## src/rtl/mult_dadda_pipe_if.sv

```systemverilog
// mult_dadda_pipe_if: operand and result valid/ready streams of mult_dadda_pipe.
interface mult_dadda_pipe_if #(
    parameter int WA    = 16,
    parameter int WB    = 16,
    parameter int TAG_W = 4
);
    logic                 in_valid;
    logic                 in_ready;
    logic [WA-1:0]        in_a;
    logic [WB-1:0]        in_b;
    logic                 in_a_signed;
    logic                 in_b_signed;
    logic [TAG_W-1:0]     in_tag;
    logic                 out_valid;
    logic                 out_ready;
    logic [WA+WB-1:0]     out_product;
    logic [TAG_W-1:0]     out_tag;
    modport master (
        output in_valid, in_a, in_b, in_a_signed, in_b_signed, in_tag, out_ready,
        input  in_ready, out_valid, out_product, out_tag
    );
    modport slave (
        input  in_valid, in_a, in_b, in_a_signed, in_b_signed, in_tag, out_ready,
        output in_ready, out_valid, out_product, out_tag
    );
endinterface

```

## src/rtl/mult_dadda_pipe.sv

```systemverilog
// mult_dadda_pipe: pipelined signed/unsigned multiplier; a 3:2 carry-save tree spread over STAGES registers.
module mult_dadda_pipe #(
    parameter int WA     = 16,
    parameter int WB     = 16,
    parameter int STAGES = 3,
    parameter int TAG_W  = 4
) (
    input logic clk,
    input logic rst_n,
    mult_dadda_pipe_if.slave bus
);
    localparam int P  = WA + WB;
    localparam int NR = WB + 2;
    function automatic int tree_levels(int n);
        int k = 0;
        while (n > 2) begin
            n = 2 * (n / 3) + n % 3;
            k++;
        end
        return k;
    endfunction
    localparam int LPS = (tree_levels(NR) + STAGES - 1) / STAGES;
    typedef logic [NR-1:0][P-1:0] rows_t;
    // One compression level: live rows stay packed at the low indices, the rest are constant zero.
    function automatic rows_t csa(rows_t x);
        rows_t y = '0;
        for (int i = 0; i + 2 < NR; i += 3) begin
            y[2*(i/3)]   = x[i] ^ x[i+1] ^ x[i+2];
            y[2*(i/3)+1] = ((x[i] & x[i+1]) | (x[i] & x[i+2]) | (x[i+1] & x[i+2])) << 1;
        end
        for (int i = NR - NR % 3; i < NR; i++) y[2*(NR/3) + i - (NR - NR % 3)] = x[i];
        return y;
    endfunction
    function automatic rows_t reduce(rows_t x);
        rows_t y = x;
        for (int l = 0; l < LPS; l++) y = csa(y);
        return y;
    endfunction
    function automatic logic [P-1:0] total(rows_t x);
        logic [P-1:0] s = '0;
        for (int i = 0; i < NR; i++) s += x[i];
        return s;
    endfunction
    logic [P-1:0]     a_x;
    logic [WB:0]      b_x;
    rows_t            pp;
    rows_t            last_in;
    logic [P-1:0]     prod;
    logic [STAGES-1:0] vr;
    logic [TAG_W-1:0] tr [STAGES];
    logic             adv;
    // The top bit of the extended B carries negative weight: its row is ~(A<<WB) plus a +1 row.
    always_comb begin
        a_x = {{WB{bus.in_a_signed & bus.in_a[WA-1]}}, bus.in_a};
        b_x = {bus.in_b_signed & bus.in_b[WB-1], bus.in_b};
        pp = '0;
        for (int j = 0; j < WB; j++) pp[j] = {P{b_x[j]}} & (a_x << j);
        pp[WB]   = {P{b_x[WB]}} & ~(a_x << WB);
        pp[WB+1] = P'(b_x[WB]);
    end
    assign adv             = bus.out_ready || !bus.out_valid;
    assign bus.in_ready    = adv;
    assign bus.out_valid   = vr[STAGES-1];
    assign bus.out_tag     = tr[STAGES-1];
    assign bus.out_product = prod;
    if (STAGES > 1) begin : g_mid
        rows_t dr [STAGES-1];
        always_ff @(posedge clk)
            if (adv) begin
                dr[0] <= reduce(pp);
                for (int i = 1; i < STAGES - 1; i++) dr[i] <= reduce(dr[i-1]);
            end
        assign last_in = dr[STAGES-2];
    end else begin : g_one
        assign last_in = pp;
    end
    always_ff @(posedge clk or negedge rst_n)
        if (!rst_n) begin
            vr   <= '0;
            prod <= '0;
            for (int i = 0; i < STAGES; i++) tr[i] <= '0;
        end else if (adv) begin
            vr    <= (vr << 1) | STAGES'(bus.in_valid);
            tr[0] <= bus.in_tag;
            for (int i = 1; i < STAGES; i++) tr[i] <= tr[i-1];
            prod  <= total(reduce(last_in));
        end
endmodule

```

## src/flat_wrapper.sv

```systemverilog
// flat-port wrapper written by rule: the top's interface ports become plain ports
module mult_dadda_pipe_flat 
#(
    parameter int WA     = 16,
    parameter int WB     = 16,
    parameter int STAGES = 3,
    parameter int TAG_W  = 4
)
  (clk, rst_n, bus_in_valid, bus_in_a, bus_in_b, bus_in_a_signed, bus_in_b_signed, bus_in_tag, bus_out_ready, bus_in_ready, bus_out_valid, bus_out_product, bus_out_tag);
  mult_dadda_pipe_if #(.WA(WA), .WB(WB), .TAG_W(TAG_W)) bus_i ();
  input logic clk;
  input logic rst_n;
  input wire logic [$bits(bus_i.in_valid)-1:0] bus_in_valid;
  input wire logic [$bits(bus_i.in_a)-1:0] bus_in_a;
  input wire logic [$bits(bus_i.in_b)-1:0] bus_in_b;
  input wire logic [$bits(bus_i.in_a_signed)-1:0] bus_in_a_signed;
  input wire logic [$bits(bus_i.in_b_signed)-1:0] bus_in_b_signed;
  input wire logic [$bits(bus_i.in_tag)-1:0] bus_in_tag;
  input wire logic [$bits(bus_i.out_ready)-1:0] bus_out_ready;
  output wire logic [$bits(bus_i.in_ready)-1:0] bus_in_ready;
  output wire logic [$bits(bus_i.out_valid)-1:0] bus_out_valid;
  output wire logic [$bits(bus_i.out_product)-1:0] bus_out_product;
  output wire logic [$bits(bus_i.out_tag)-1:0] bus_out_tag;
  assign bus_i.in_valid = bus_in_valid;
  assign bus_i.in_a = bus_in_a;
  assign bus_i.in_b = bus_in_b;
  assign bus_i.in_a_signed = bus_in_a_signed;
  assign bus_i.in_b_signed = bus_in_b_signed;
  assign bus_i.in_tag = bus_in_tag;
  assign bus_i.out_ready = bus_out_ready;
  assign bus_in_ready = bus_i.in_ready;
  assign bus_out_valid = bus_i.out_valid;
  assign bus_out_product = bus_i.out_product;
  assign bus_out_tag = bus_i.out_tag;
  mult_dadda_pipe #(.WA(WA), .WB(WB), .STAGES(STAGES), .TAG_W(TAG_W)) u_core (.clk(clk), .rst_n(rst_n), .bus(bus_i));
endmodule
```

## config.mk

```make
export PLATFORM = sky130hd
export DESIGN_NAME = mult_dadda_pipe_flat
export DESIGN_NICKNAME = d
export VERILOG_FILES = /design/src/rtl/mult_dadda_pipe_if.sv /design/src/rtl/mult_dadda_pipe.sv /design/src/flat_wrapper.sv
export SDC_FILE = /design/constraint.sdc
export NUM_CORES = 1
export LEC_CHECK = 0
export CORE_ASPECT_RATIO = 1.75
export CORE_MARGIN = 1
export CORE_UTILIZATION = 45
export DETAILED_ROUTE_END_ITERATION = 7
export SYNTH_ARGS = -nofsm -noshare
export SYNTH_HDL_FRONTEND = slang
export SYNTH_SLANG_ARGS = --single-unit
```

## constraint.sdc

```tcl
create_clock -name clk -period 5.2 [get_ports clk]
set_input_delay 0.52 -clock clk [delete_from_list [all_inputs] [get_ports clk]]
set_output_delay 0.52 -clock clk [all_outputs]
set_load 0.02 [all_outputs]
```

# Word level (Yosys, flattened, before mapping)
# Memories as Yosys holds them, arrays and structs flattened.
# Cells that the tools add are included.
# W data, S select, Z words.
classes:
  n_addsub: 7
  n_reduce_logical: 2
  n_mux: 2
  n_bitwise: 231
ops:
  columns: ["operator", "n"]
  rows:
  - ["$and A31 B31 Y31", 66]
  - ["$or A31 B31 Y31", 60]
  - ["$xor A32 B32 Y32", 45]
  - ["$and A31 B31 Y31 const AB", 18]
  - ["$and A32 B32 Y32", 17]
  - ["$xor A32 B32 Y32 const B", 8]
  - ["$add A32 B32 Y32", 7]
  - ["$xor A32 B32 Y32 const AB", 6]
  - ["$and A31 B31 Y31 const B", 4]
  - ["$and A31 B1 Y31", 2]
  - ["$not A32 Y32", 1]
  - ["$xor A32 B1 Y32", 1]
  - ["$or A3 B1 Y3", 1]
  - ["$and A1 B1 Y1", 2]
  - ["$mux W1", 2]
  - ["$logic_not A1 Y1", 1]
  - ["$logic_or A1 B1 Y1", 1]
word_totals:
  reg_bits: 47
  in_bits: 42
  out_inout_bits: 38
  ram_bits: 504
  n_memories: 1
mem_list:
  columns: ["name", "depth", "word_bits", "read_ports", "rd_clocked_by_memory_dff", "write_ports", "line_no", "text"]
  rows:
  - ["u_core.g_mid.dr", 2, 252, 2, 0, 2, "mult_dadda_pipe.sv:67", "rows_t dr [STAGES-1];"]

# Logic depth before layout (Yosys ltp)
# Gate-level depths: netlist (run 1).
# An unclocked memory read counts as a cell.
depth:
  depth_word: 14
  ltp_mapped: 13

# Least setup slack after synthesis (run 1)
# Ideal clock, no wire load.
synth_path:
  path_type: "flip-flop to output port"
  start: "register u_core.vr[2]"
  end: "output port bus_in_ready"
  setup_slack_ns: 0.557
  stages_incl_launch_ff: 5
  t_arrival_ns: 4.123
  path_cell_list: "dfrtp_1 -> nor2b_1 -> clkbuf_1 -> inv_2 -> buf_2"
synth_between:
  elab_chain_cells: 2
synth_lines:
  columns: ["element", "line_no", "text"]
  rows:
  - ["start: declaration", "mult_dadda_pipe.sv:49", "logic [STAGES-1:0] vr;"]
  - ["start signal: assignment", "mult_dadda_pipe.sv:83", "vr <= (vr << 1) | STAGES'(bus.in_valid);"]
  - ["$logic_not A1 Y1", "mult_dadda_pipe.sv:61", "assign adv = bus.out_ready || !bus.out_valid;"]
  - ["$logic_or A1 B1 Y1", "mult_dadda_pipe.sv:61", null]
  - ["end: declaration", "flat_wrapper.sv:20", "output wire logic [$bits(bus_i.in_ready)-1:0] bus_in_ready;"]
# Every way passes these cells.

==> metrics, run 1 <==
outcome=finished clean; largest net degree at the start of global routing=158; worst setup path category=reg2reg; post-route ant nets=0; initial antenna violation count=0; Clock Path Buffers=3; DRC violations left=0; Overflow after GRT=0; Starting Density=0.456; sequential element share of the synthesized area=0.452; setup ws final=1.62 ns; worst slack, placed=1.63 ns; Synth cell types=61; fin nets=1971; CP max-delay cell=fa_1; Max-Cap Viols=0; Final Hold Vio Count=0; CP Data Arrival Time=4.04 ns; DRT Wirelength=40100 um; Finish-stage setup viols=0; worst hold-check path type=in2async; IO buf count=79; Clock Tree Root=clkbuf_16; ys async rst share=0.151; 1st-iter DRT viols=639; Clock Sinks=311; CP endpoint kind=flop; area of the multi-input gates=10200 um2; worst skew pair latency=0.57 ns; FF+latch count, synth=311; Vias/cell=5.10; RSZ-0062 raised after global routing=false; Routed wire per std cell=18.7 um; Max Fclk=279 MHz; Largest delay share family, worst path=compound AO/OA/AOI/OAI gates; synthesized area=20100 um2; top post-synthesis cells by area=edfxtp_1, fa_1, and2_1; Yosys top cell by area=edfxtp_1; clock skew=0.0161 ns; final setup TNS=0 ns; post-CTS sizing=0; Die H=282 um; worst setup path start=u_core.g_mid.dr[0][350]; max_slew headroom=0.288; Slew Limit Fails=0; die width=162 um; DP HPWL=30400 um; CTS buffer count=30; Post-Syn Area per Cell=13.4 um2; Synth top area share=0.394; Critical Path Fanout Max=5; Crit path required time=5.66 ns; fin crit period=3.58 ns; layout cells sized above 1=0.0406; first-pass GRT wire length=65900 um; Yosys warning total=0; max incr delay on CP=0.51 ns; number of setup buffers added after CTS=0; H-tree depth=1; Placer Congestion=0.827; RR Startpoint=u_core.g_mid.dr[0][350]; Hold Buf Count CTS=0; CP Launch Type=flop; die area=45600 um2; Post-synth EDFFs=264; routed vias=11000; vias in the first global route=12300; sequential cell area=9100 um2; Site Rows=102; DR pass1 iterations=6; Cells after Synth=1499; actual slew at the worst max-slew pin=1.07 ns; Tcrit/Tclk final=0.689; area grow syn2layout=11.3%; I/O pin count=80; n_diodes=0; cells along the critical path=inv_1 -> fa_1 -> inv_1 -> ha_1 -> ha_1 -> a21oi_1 -> nand2_1 -> o211ai_1 -> a31oi_1 -> o21ai_1 -> a21oi_1 -> o221a_2; Top FF cell, synth=edfxtp_1; Core Footprint=44200 um2; CTS tree=built; clock slew seen by the registers of the worst setup and hold paths=0.06 ns; Filler cells=3880; WP buf/inv=2; Global Route Usage Sum=0.189
==> placed cells by master, fill, tap and decap left out, drive strengths merged, types with 3 or more instances in the layout <==
master,n
clkinv,9
nor2b,3
nand2,149
ha,94
nand3,9
dfrtp,47
a311oi,3
a21o,8
xnor2,22
a31oi,5
xor2,11
nor3,5
fa,283
inv,163
clkdlybuf4s50,78
nand4,5
o21ai,30
a21oi,34
clkbuf,42
o21bai,5
o21a,5
edfxtp,264
nor2,35
o211ai,3
and3,10
nand2b,4
and2,215
buf,4
==> per-stage QoR <==
| step | std cells | hold WS (ns) | cell area [um2] | utilization |
|---|---|---|---|---|
| 3_5_place_dp | 2092 | 0.419 | 21400 | 0.485 |
| 2_1_floorplan | 1500 | 0.224 | 20100 | - |
| 6_report | 2148 | 0.142 | 22400 | 0.508 |
| 3_3_place_gp | 2092 | 0.406 | 21400 | 0.485 |
| 4_1_cts | 2148 | 0.143 | 22400 | 0.508 |
| 5_1_grt | 2148 | 0.204 | 22400 | 0.508 |
==> final timing paths <==
kind | endpoint | slack [ns] | cells past startpoint
worst max-delay path | u_core.bus.out_product[29] | 1.62 | 12
min in group clk | u_core.g_mid.dr[0][253] | 0.44 | 0
worst min-delay path | u_core.bus.out_product[9] | 0.14 | 1
max in group asynchronous | u_core.tr[11] | 4.42 | 1
worst min register to register | u_core.g_mid.dr[0][253] | 0.44 | 0
worst max register to register | u_core.bus.out_product[29] | 1.62 | 12
==> layout make-up <==
cell class,instances,share of cell area
clock inverter,14,0.00575
multi-input combinational,966,0.454
tap,572,0.0319
timing repair buffer,82,0.0366
inverter,161,0.0273
clock buffer,42,0.0378
sequential,311,0.406
==> logic make-up after synthesis <==
kind of cell | count (synthesis) | synth area share
fa+ha+maj | 377 | 0.340
flops | 311 | 0.452
simple gates | 443 | 0.115
buf+inv | 223 | 0.0427
xor+xnor | 33 | 0.0144
compound gates | 111 | 0.0364
other cells | 1 | 0.000186
==> state kept, by name (all words and copies together) (netlist names) <==
signal                  flops
u_core.vr                   3
u_core.g_mid.dr           264
u_core.bus.out_tag          4
u_core.tr                   8
u_core.bus.out_product     32
==> cells in the mapped netlist (6+ instances only) <==
| library cell | instances |
|---|---|
| nor2_1 | 35 |
| dfrtp_1 | 47 |
| a21o_1 | 8 |
| and3_1 | 9 |
| fa_1 | 283 |
| edfxtp_1 | 264 |
| clkbuf_1 | 49 |
| xor2_1 | 11 |
| nand3_1 | 9 |
| inv_1 | 160 |
| nand2_1 | 148 |
| buf_2 | 6 |
| and2_1 | 215 |
| xnor2_1 | 22 |
| a21oi_1 | 33 |
| ha_1 | 94 |
| o21ai_0 | 25 |
==> routing by layer <==
layer | global-route usage | vias to the layer above | wire [um]
met1 | 0.221 | 5682 | 15500
met2 | 0.357 | 233 | 22200
li1 | - | 4971 | -
met4 | 0.0593 | 0 | 1000
met5 | 0 | - | 0
met3 | 0.0199 | 67 | 1480
==> worst register-to-register path, delay by kind of cell, from the launching register on <==
family | cells | cell delay (ns)
flip-flops | 1 | 0.47
AO/OA/AOI/OAI | 6 | 1.57
AND/OR/NAND/NOR | 1 | 0.10
adder cells (fa/ha/maj) | 3 | 1.12
buffers and inverters | 2 | 0.22
Power of run 1 is not shown: default switching activity piles up to over one toggle a cycle in this logic, so the estimate is an artifact.
==> run 2: changes to the inputs <==
==> constraint.sdc (replaced) <==
create_clock -name clk -period 3.7 [get_ports clk]
set_input_delay 0.37 -clock clk [delete_from_list [all_inputs] [get_ports clk]]
set_output_delay 0.37 -clock clk [all_outputs]
set_load 0.02 [all_outputs]
==> run 2 against run 1 <==
  * First-iteration DRC count fell by 1.7%
  * Maximum frequency rose by 3.1%
  * Flip-flop and latch count did not move
  * Worst setup slack got worse by 1.4 ns
  * Largest cell class unchanged
==> metrics, run 2 (synthesis gave the netlist of run 1 again) <==
outcome=finished clean; Tcrit/Tclk final=0.940 (+0.251); worst skew pair latency=0.57 ns (about the same); fin nets=1985 (+0.71%); RSZ-0062 raised after global routing=false; largest net degree at the start of global routing=122 (-23%); initial antenna violation count=0 (unchanged); Filler cells=3907 (+0.70%); RR Startpoint=u_core.g_mid.dr[0][264]; Clock Sinks=311 (unchanged); Final Hold Vio Count=0 (unchanged); dpl cells=2104 (+0.57%); R2R cell count=10 (-2); GR Util met3=0.0203 (+0.000441); final core occ=0.511 (+0.00380); first-pass GRT wire length=66400 um (+0.72%); Slew Limit Fails=0 (unchanged); worst hold-check path type=in2reg; Critical R2R Capture=u_core.bus.out_product[30]; clock skew=0.0104 ns (-0.00569 ns); setup ws final=0.222 ns (-1.39 ns); fin crit period=3.48 ns (-0.106 ns); Non-Filler Instances=2163 (+0.70%); DP HPWL=31300 um (+3.0%); area grow syn2layout=12.1%; Routed wire per std cell=18.7 um (+0.29%); n_diodes=0 (unchanged); CTS tree=built; die width=162 um (unchanged); clock slew seen by the registers of the worst setup and hold paths=0.06 ns (about the same); DR pass1 iterations=5 (-1); Crit path required time=4.14 ns (-1.52 ns); max FFs per register=264 (unchanged); actual slew at the worst max-slew pin=1.04 ns (-0.0244 ns); most used routing layer=met2; Starting Density=0.456 (unchanged); CP Data Arrival Time=3.91 ns (-0.13 ns); worst setup path start=u_core.g_mid.dr[0][264]; vias in the first global route=12400 (+1.0%); Vias/cell=5.09 (-0.16%); post-route ant nets=0 (unchanged); final setup TNS=0 ns (unchanged); Critical Path Fanout Max=6 (+1); flop-to-flop setup slack=0.22 ns (-1.39 ns); DRC violations left=0 (unchanged); die area=45600 um2 (unchanged); commonest non-fill, non-tap cell in the layout=fa_1; most frequent cells in the layout=fa_1, edfxtp_1, and2_1; met1 Usage GRT=0.228 (+0.00634); routed vias=11000 (+0.54%); worst setup path category=reg2reg; worst slack, placed=0.174 ns (-1.45 ns); Max-Cap Viols=0 (unchanged); CP Launch Type=flop; DRT Wirelength=40500 um (+0.99%); 1st-iter DRT viols=628 (-1.7%); H-tree depth=1 (unchanged); Critical Path Sink=u_core.bus.out_product[30]; Overflow after GRT=0 (unchanged); max_slew headroom=0.305 (+0.0163); Finish-stage setup viols=0 (unchanged); layout cells sized above 1=0.0522 (+0.0116); Site Rows=102 (unchanged); Die H=282 um (unchanged); Global Route Usage Sum=0.190 (+0.000709); Clock Tree Root=clkbuf_16; number of setup buffers added after CTS=0 (unchanged); Largest Register=u_core.g_mid.dr; I/O pin count=80 (unchanged); Core Footprint=44200 um2 (unchanged); Placer Congestion=0.825 (-0.13%); Max Fclk=288 MHz (+3.1%); Clock Path Buffers=3 (unchanged); met2 usage in global routing=0.354 (-0.00352); CTS buffer count=31 (+3.3%); CP endpoint kind=flop; IO buf count=79 (unchanged)
==> run 2: changes by cell type in the layout (fill, tap and decap cells not counted), sizes merged <==
cell and change:
clkinv +5, buf +12, dlygate4sd3 +1, bufinv +2, inv +1, clkbuf -10, clkinvlp +4
==> run 2: how the worst min path moves through the flow <==
stage                                      from                         to  slack (ns)  cells past startpoint
after floorplan                           rst_n  u_core.bus.out_product[0]        0.07                      0
after global placement    u_core.g_mid.dr[0][2]    u_core.g_mid.dr[0][254]        0.41                      0
after detailed placement  u_core.g_mid.dr[0][0]    u_core.g_mid.dr[0][252]        0.41                      0
after CTS                         bus_in_tag[3]              u_core.tr[11]        0.30                      3
after global routing              bus_in_tag[2]              u_core.tr[10]        0.34                      3
final                             bus_in_tag[3]              u_core.tr[11]        0.34                      3
==> run 2: layer usage <==
layer	vias to the layer above	share of wire	wire, um
met3	60	0.038	1530
met1	5719	0.40	16100
met4	0	0.023	914
li1	4995	-	-
met2	238	0.54	22100
met5	-	0	0
==> run 2: timing repair <==
action	CTS	global route
resized for setup	0	1
hold buffers	1	0
setup endpoints to repair	0	1
hold endpoints to repair	38	0
==> run 2: metrics by stage <==
stage | instance area (um2) | hold slack, ns
floorplan | 20100 | 0.0744
global placement | 21500 | 0.414
detailed placement | 21500 | 0.408
CTS | 22600 | 0.299
global route | 22600 | 0.342
finish | 22600 | 0.336
==> run 2: final cells by class <==
| type | instances | area (um2) | area share |
|---|---|---|---|
| flip-flops and latches | 311 | 9100 | 0.403 |
| repair buffers | 95 | 933 | 0.0413 |
| multi-input cells | 966 | 10200 | 0.451 |
| clock buffers | 32 | 779 | 0.0345 |
| inverters | 161 | 612 | 0.0271 |
| clock inverters | 26 | 248 | 0.0110 |
| well taps | 572 | 716 | 0.0317 |
==> run 2: worst max-delay path: stages (launching register included) <==
cell and delay, ns:
edfxtp_1 0.40, fa_1 0.56, fa_1 0.41, ha_1 0.38, a21o_1 0.24, a221oi_1 0.46, o221ai_2 0.24, o31ai_4 0.32
o21ai_1 0.12, xnor2_1 0.13, o21ai_0 0.08
Power of run 2 is left out for the same reason.
